$ cat config.mk
export PLATFORM = sky130hd
export DESIGN_NAME = board_scan_source
export DESIGN_NICKNAME = d
export VERILOG_FILES = /design/src/rtl/board_scan_source.sv
export SDC_FILE = /design/constraint.sdc
export NUM_CORES = 1
export LEC_CHECK = 0
export CAP_MARGIN = 10
export CORE_AREA = 2 2 116 174
export DETAILED_ROUTE_END_ITERATION = 10
export DIE_AREA = 0 0 118 176
export MAX_ROUTING_LAYER = met4
export PLACE_DENSITY = 0.9
export SLEW_MARGIN = 10
export SYNTH_ARGS = -nofsm -noshare
export SYNTH_HDL_FRONTEND = slang
export SYNTH_SLANG_ARGS = --single-unit
export TNS_END_PERCENT = 1
$ cat constraint.sdc
create_clock -name clk -period 4.3 [get_ports clk]
set_input_delay 0.645 -clock clk [delete_from_list [all_inputs] [get_ports clk]]
set_output_delay 0.645 -clock clk [all_outputs]
set_load 0.02 [all_outputs]
$ cat src/rtl/board_scan_source.sv
// rtl/board_scan_source.sv - board cell store and 2-stage pixel-to-cell lookup pipeline
// Owns the ROWS x COLS board of 2-bit codes and feeds per-pixel cell lookups to the renderer.
module board_scan_source #(
  parameter int COLS     = 10,
  parameter int ROWS     = 7,
  parameter int ORIGIN_H = 0,
  parameter int ORIGIN_V = 16,
  parameter int PIX_W    = 10
) (
  input  logic             clk,
  input  logic             rst,
  input  logic [PIX_W-1:0] pix_h,
  input  logic [PIX_W-1:0] pix_v,
  input  logic             pix_de,
  input  logic             hsync_in,
  input  logic             vsync_in,
  input  logic             wr_en,
  input  logic [3:0]       wr_row,
  input  logic [3:0]       wr_col,
  input  logic [1:0]       wr_value,
  input  logic             clear_req,
  output logic [5:0]       local_v,
  output logic [5:0]       local_h,
  output logic [1:0]       cell_value,
  output logic             in_board,
  output logic             de_out,
  output logic             hsync_out,
  output logic             vsync_out,
  output logic             busy,
  output logic             wr_err
);

  localparam int CELLS = ROWS * COLS;
  localparam int IDX_W = $clog2(CELLS);
  localparam logic [PIX_W:0]   ORG_H_X  = (PIX_W+1)'(ORIGIN_H);
  localparam logic [PIX_W:0]   ORG_V_X  = (PIX_W+1)'(ORIGIN_V);
  localparam logic [PIX_W-1:0] SPAN_H   = PIX_W'(COLS * 64);
  localparam logic [PIX_W-1:0] SPAN_V   = PIX_W'(ROWS * 64);
  localparam logic [3:0]       ROWS_L   = 4'(ROWS);
  localparam logic [3:0]       COLS_L   = 4'(COLS);
  localparam logic [IDX_W-1:0] COLS_I   = IDX_W'(COLS);
  localparam logic [IDX_W-1:0] LAST_IDX = IDX_W'(CELLS - 1);

  typedef enum logic {IDLE, CLEAR} state_t;

  state_t           state_q, state_d;
  logic [IDX_W-1:0] cnt_q, cnt_d;

  // Flat packed store: cell i occupies bits [2i+1:2i], i = row*COLS + col.
  logic [2*CELLS-1:0] board_q;

  logic [PIX_W:0]   diff_h, diff_v;
  logic [PIX_W-1:0] rel_h, rel_v;
  logic             in_board_d;

  logic       s1_in_q, s1_de_q, s1_hs_q, s1_vs_q;
  logic [3:0] s1_row_q, s1_col_q;
  logic [5:0] s1_lh_q, s1_lv_q;

  logic       in_board_q, de_q, hs_q, vs_q, wr_err_q;
  logic [5:0] lh_q, lv_q;
  logic [1:0] cell_q;

  logic [IDX_W-1:0] rd_idx, wr_idx;
  logic [1:0]       rd_cell;
  logic             wr_ok;

  // The extra top bit of each difference is the borrow, i.e. pixel left of / above the origin.
  assign diff_h     = {1'b0, pix_h} - ORG_H_X;
  assign diff_v     = {1'b0, pix_v} - ORG_V_X;
  assign rel_h      = diff_h[PIX_W-1:0];
  assign rel_v      = diff_v[PIX_W-1:0];
  assign in_board_d = pix_de & ~diff_h[PIX_W] & (rel_h < SPAN_H)
                             & ~diff_v[PIX_W] & (rel_v < SPAN_V);

  assign rd_idx  = IDX_W'(s1_row_q) * COLS_I + IDX_W'(s1_col_q);
  assign rd_cell = s1_in_q ? board_q[{rd_idx, 1'b0} +: 2] : 2'b00;

  assign wr_idx = IDX_W'(wr_row) * COLS_I + IDX_W'(wr_col);
  assign wr_ok  = wr_en & (wr_row < ROWS_L) & (wr_col < COLS_L)
                & (wr_value != 2'b11) & (state_q == IDLE);

  always_comb begin
    state_d = state_q;
    cnt_d   = cnt_q;
    busy    = 1'b0;
    case (state_q)
      IDLE: begin
        if (clear_req) begin
          state_d = CLEAR;
          cnt_d   = '0;
        end
      end
      CLEAR: begin
        busy  = 1'b1;
        cnt_d = cnt_q + 1'b1;
        if (cnt_q == LAST_IDX) begin
          state_d = IDLE;
          cnt_d   = '0;
        end
      end
      default: begin
        state_d = IDLE;
        cnt_d   = '0;
      end
    endcase
  end

  always_ff @(posedge clk) begin
    if (rst) begin
      state_q <= IDLE;
      cnt_q   <= '0;
    end else begin
      state_q <= state_d;
      cnt_q   <= cnt_d;
    end
  end

  // Writes are locked out during CLEAR, so the two update paths never collide.
  always_ff @(posedge clk) begin
    if (rst) begin
      board_q <= '0;
    end else if (state_q == CLEAR) begin
      board_q[{cnt_q, 1'b0} +: 2] <= 2'b00;
    end else if (wr_ok) begin
      board_q[{wr_idx, 1'b0} +: 2] <= wr_value;
    end
  end

  always_ff @(posedge clk) begin
    if (rst) begin
      wr_err_q <= 1'b0;
    end else begin
      wr_err_q <= wr_en & ~wr_ok;
    end
  end

  always_ff @(posedge clk) begin
    if (rst) begin
      s1_in_q  <= 1'b0;
      s1_de_q  <= 1'b0;
      s1_hs_q  <= 1'b0;
      s1_vs_q  <= 1'b0;
      s1_row_q <= '0;
      s1_col_q <= '0;
      s1_lh_q  <= '0;
      s1_lv_q  <= '0;
    end else begin
      s1_in_q  <= in_board_d;
      s1_de_q  <= pix_de;
      s1_hs_q  <= hsync_in;
      s1_vs_q  <= vsync_in;
      s1_row_q <= rel_v[9:6];
      s1_col_q <= rel_h[9:6];
      s1_lh_q  <= rel_h[5:0];
      s1_lv_q  <= rel_v[5:0];
    end
  end

  // Reads the pre-update board, so a same-cycle write shows up one pixel later.
  always_ff @(posedge clk) begin
    if (rst) begin
      in_board_q <= 1'b0;
      de_q       <= 1'b0;
      hs_q       <= 1'b0;
      vs_q       <= 1'b0;
      lh_q       <= '0;
      lv_q       <= '0;
      cell_q     <= 2'b00;
    end else begin
      in_board_q <= s1_in_q;
      de_q       <= s1_de_q;
      hs_q       <= s1_hs_q;
      vs_q       <= s1_vs_q;
      lh_q       <= s1_lh_q;
      lv_q       <= s1_lv_q;
      cell_q     <= rd_cell;
    end
  end

  assign local_h    = lh_q;
  assign local_v    = lv_q;
  assign cell_value = cell_q;
  assign in_board   = in_board_q;
  assign de_out     = de_q;
  assign hsync_out  = hs_q;
  assign vsync_out  = vs_q;
  assign wr_err     = wr_err_q;

endmodule

==> summary.md <==
| Metric | Value |
|---|---|
| VDD IR max | 0.0002960 V |
| Pre-antenna DRT Iters | 6 |
| Register area share after synthesis | 33.55% |
| Number of vias per cell | 7.153 |
| Ys Warns | 0 |
| Synthesized cell area | 11400 um^2 |
| Post-Layout Inst Area | 13500 um^2 |
| Critical Path RT | 4.60 ns |
| Crit-path max FO | 6 |
| Post-CTS setup buffer count | 0 |
| Comb pwr share | 26.6% |
| IO Count | 57 |
| Mean Syn Cell Area | 8.621 um^2 |
| Worst-skew pair later-pin latency | 0.46 ns |
| Initial antenna violation count | 2 |
| I/O Buffers | 56 |
| Initial DRC Count | 1618 |
| CTS Buf Count | 17 |
| CTS Hold Buffers Added | 0 |
| HPWL after DPL | 34240 um |
| Fin crit share | 95.78% |
| GRT Util Overall | 45.73% |
| Core area | 19160 um^2 |
| Slowest stage delay, CP | 0.75 ns |
| Placed cell area | 12910 um^2 |
| Largest net degree at the start of global routing | 83 |
| FILL cells | 1479 |
| Ys async rst share | 0% |
| Synth Flop Type | dfxtp_1 |
| CTS tree | done |
| Layout Skew | 0.008192 ns |
| Max-slew violations | 0 |
| Final #Nets | 1487 |
| Root Buffer Master | clkbuf_16 |
| Layout area overhead | 18.44% |
| Net Sw Power | 1.600 mW |
| Starting Density | 59.48% |
| Die Height | 176 um |
| Internal power | 3.035 mW |
| Post-route ant nets | 0 |
| Final Hold Vio Count | 0 |
| Power Density | 343.4 nW/um^2 |
| TNS Setup | 0 ns |
| Reg clk slew, reported paths | 0.07 ns |
| Cell mode on critical path | buf_4 |
| Syn Inst Count | 1322 |
| Clock Power Share | 34.4% |
| Slew @ Worst Pin | 1.070 ns |
| Clock Sinks | 191 |
| Die W | 118 um |
| Hold slack | 0.4389 ns |
| Kind of critical path | input port to flop |
| CP startpoint kind | input port |
| Slew margin rel. | 28.70% |
| First-pass GRT wire length | 69410 um |
| Routed vias | 12131 |
| Area of the multi-input gates | 6947 um^2 |
| Number of flops mapped to enable cells by yosys | 0 |
| # DRC | 0 |
| Post-synth cell types | 83 |
| RePlAce Congestion | 1.074 |
| Critical Path Sink Type | flop |
| Post-CTS sizing | 0 |
| Worst path slowest cell | nor2_1 |
| Number of H-tree levels | 4 |
| Die area | 20770 um^2 |
| Share of cells above drive strength 1 | 16.48% |
| Sw Share | 34.52% |
| Max frequency | 242.8 MHz |
| CP Cell Sequence | clkdlybuf4s50_1, ha_1, inv_1, fa_1, buf_4, xnor2_1, nor2_1, nand2_1, a2111oi_0, buf_4, nand3b_1, a21oi_1 |
| DR WL/cell | 27.10 um |
| CTS Buffer Depth | 2 |
| Overflow after GRT | 0 |
| Reg power frac | 39.0% |
| Vias in the first global route | 11813 |
| Seq cells post-synth | 191 |
| Min-Delay Path Class | flop to flop |
| # Max-Cap Violations | 0 |
| CP Data Arrival Time | 4.42 ns |
| Status | finished, final reports clean |
| Final Setup Violations | 0 |
| Setup repair after global routing missed its margin | false |
| Final Critical Period | 4.119 ns |
| Routed wire length | 45970 um |
| Register area | 3825 um^2 |
| Leak pwr | 4.584 nW |
| Row cnt | 62 |
| Net Count, Synth | 1384 |
[layout make-up]
type                       count  area share (%)
antenna                        2         0.03707
clock buffer                  18           3.179
clock inverter                14           1.112
inverter                      65           1.807
multi-input combinational    968           51.46
sequential                   191           28.33
tap                          256           2.373
timing repair buffer         182           11.70
[power groups by stage]
stage               combinational (mW)  clock [mW]  sequential (mW)
floorplan                        0.618           0             1.85
global placement                  1.16           0             1.85
detailed placement                1.17           0             1.85
CTS                               1.18        1.60             1.81
global route                      1.27        1.66             1.81
finish                            1.23        1.60             1.81
[path summary, 6_finish.rpt]
check                        start                       end  slack [ns]  depth (start not counted)
max reg2reg  cnt_q[0]$_SDFFE_PP0P_  board_q[56]$_SDFFE_PP0P_        0.80                          9
max                      wr_row[0]  board_q[36]$_SDFFE_PP0P_        0.18                         12
min          s1_lh_q[0]$_SDFF_PP0_     local_h[0]$_SDFF_PP0_        0.44                          1
min reg2reg  s1_lh_q[0]$_SDFF_PP0_     local_h[0]$_SDFF_PP0_        0.44                          1
[routing by layer]
metal | vias to the layer above | track usage (%) | share of wire, %
li1 | 5207 | - | -
met1 | 5780 | 50.24 | 35
met2 | 877 | 74.10 | 47
met3 | 267 | 8.366 | 9.4
met4 | 0 | 34.09 | 8.8
met5 | - | - | 0
[sequential cells by signal, indices dropped and copies added (netlist names)]
signal      flops
s1_in_q         1
s1_row_q        4
s1_hs_q         1
s1_de_q         1
s1_lh_q         6
board_q       140
s1_col_q        4
s1_lv_q         6
wr_err          1
cell_value      2
local_v         6
cnt_q           7
de_out          1
vsync_out       1
in_board        1
local_h         6
hsync_out       1
state_q         1
s1_vs_q         1
[layout by cell type, fill, tap and decap left out, types with 29 or more instances in the layout]
cell type and instances:
dfxtp_1 190, buf_4 121, nor2_1 111, nand2_1 104, a21oi_1 73, inv_1 64, o21ai_0 56, clkdlybuf4s50_1 55
o211ai_1 54, nand3_1 51, nor2b_1 50, mux4_2 40, o2111ai_1 38, nor3_1 30, mux2i_1 29
[worst max-delay path, delay by kind of cell]
kind                     cells  cell delay (ns)
AND/OR/NAND/NOR              3             1.10
buffers and inverters        4             0.98
AO/OA/AOI/OAI                2             0.73
adder cells (fa/ha/maj)      2             0.72
XOR/XNOR                     1             0.23
[logic make-up after synthesis]
logic type      count (synthesis)  share of synthesized area (%)
fa+ha+maj                      25                          3.008
xor+xnor                       20                          1.800
compound gates                412                          25.85
buf+inv                       163                          5.720
flops                         191                          33.55
mux                            78                          11.34
simple gates                  433                          18.73
[Yosys cell counts, types with 29 or more instances]
library cell | count | share of area (%)
nor2b_1 | 50 | 2.7
nand3_1 | 51 | 2.2
mux2i_1 | 29 | 2.5
o21ai_0 | 56 | 2.5
dfxtp_1 | 191 | 34
nor3_1 | 30 | 1.3
nor2_1 | 111 | 3.7
clkbuf_1 | 67 | 2.2
mux4_2 | 40 | 7.9
nand2_1 | 104 | 3.4
inv_1 | 64 | 2.1
a21oi_1 | 75 | 3.3
o2111ai_1 | 38 | 2.9
o211ai_1 | 54 | 3.6
[metrics by stage]
step           total power, mW  utilization (%)  setup WS [ns]  cells
2_1_floorplan            2.464                -         0.7205   1322
3_3_place_gp             3.009            67.40        -0.1217   1662
3_5_place_dp             3.019            67.40       -0.09957   1662
4_1_cts                  4.579            70.43         0.3630   1694
5_1_grt                  4.740            70.45         0.1617   1696
6_report                 4.636            70.45         0.1813   1696
(Power assumes the default switching activity.)
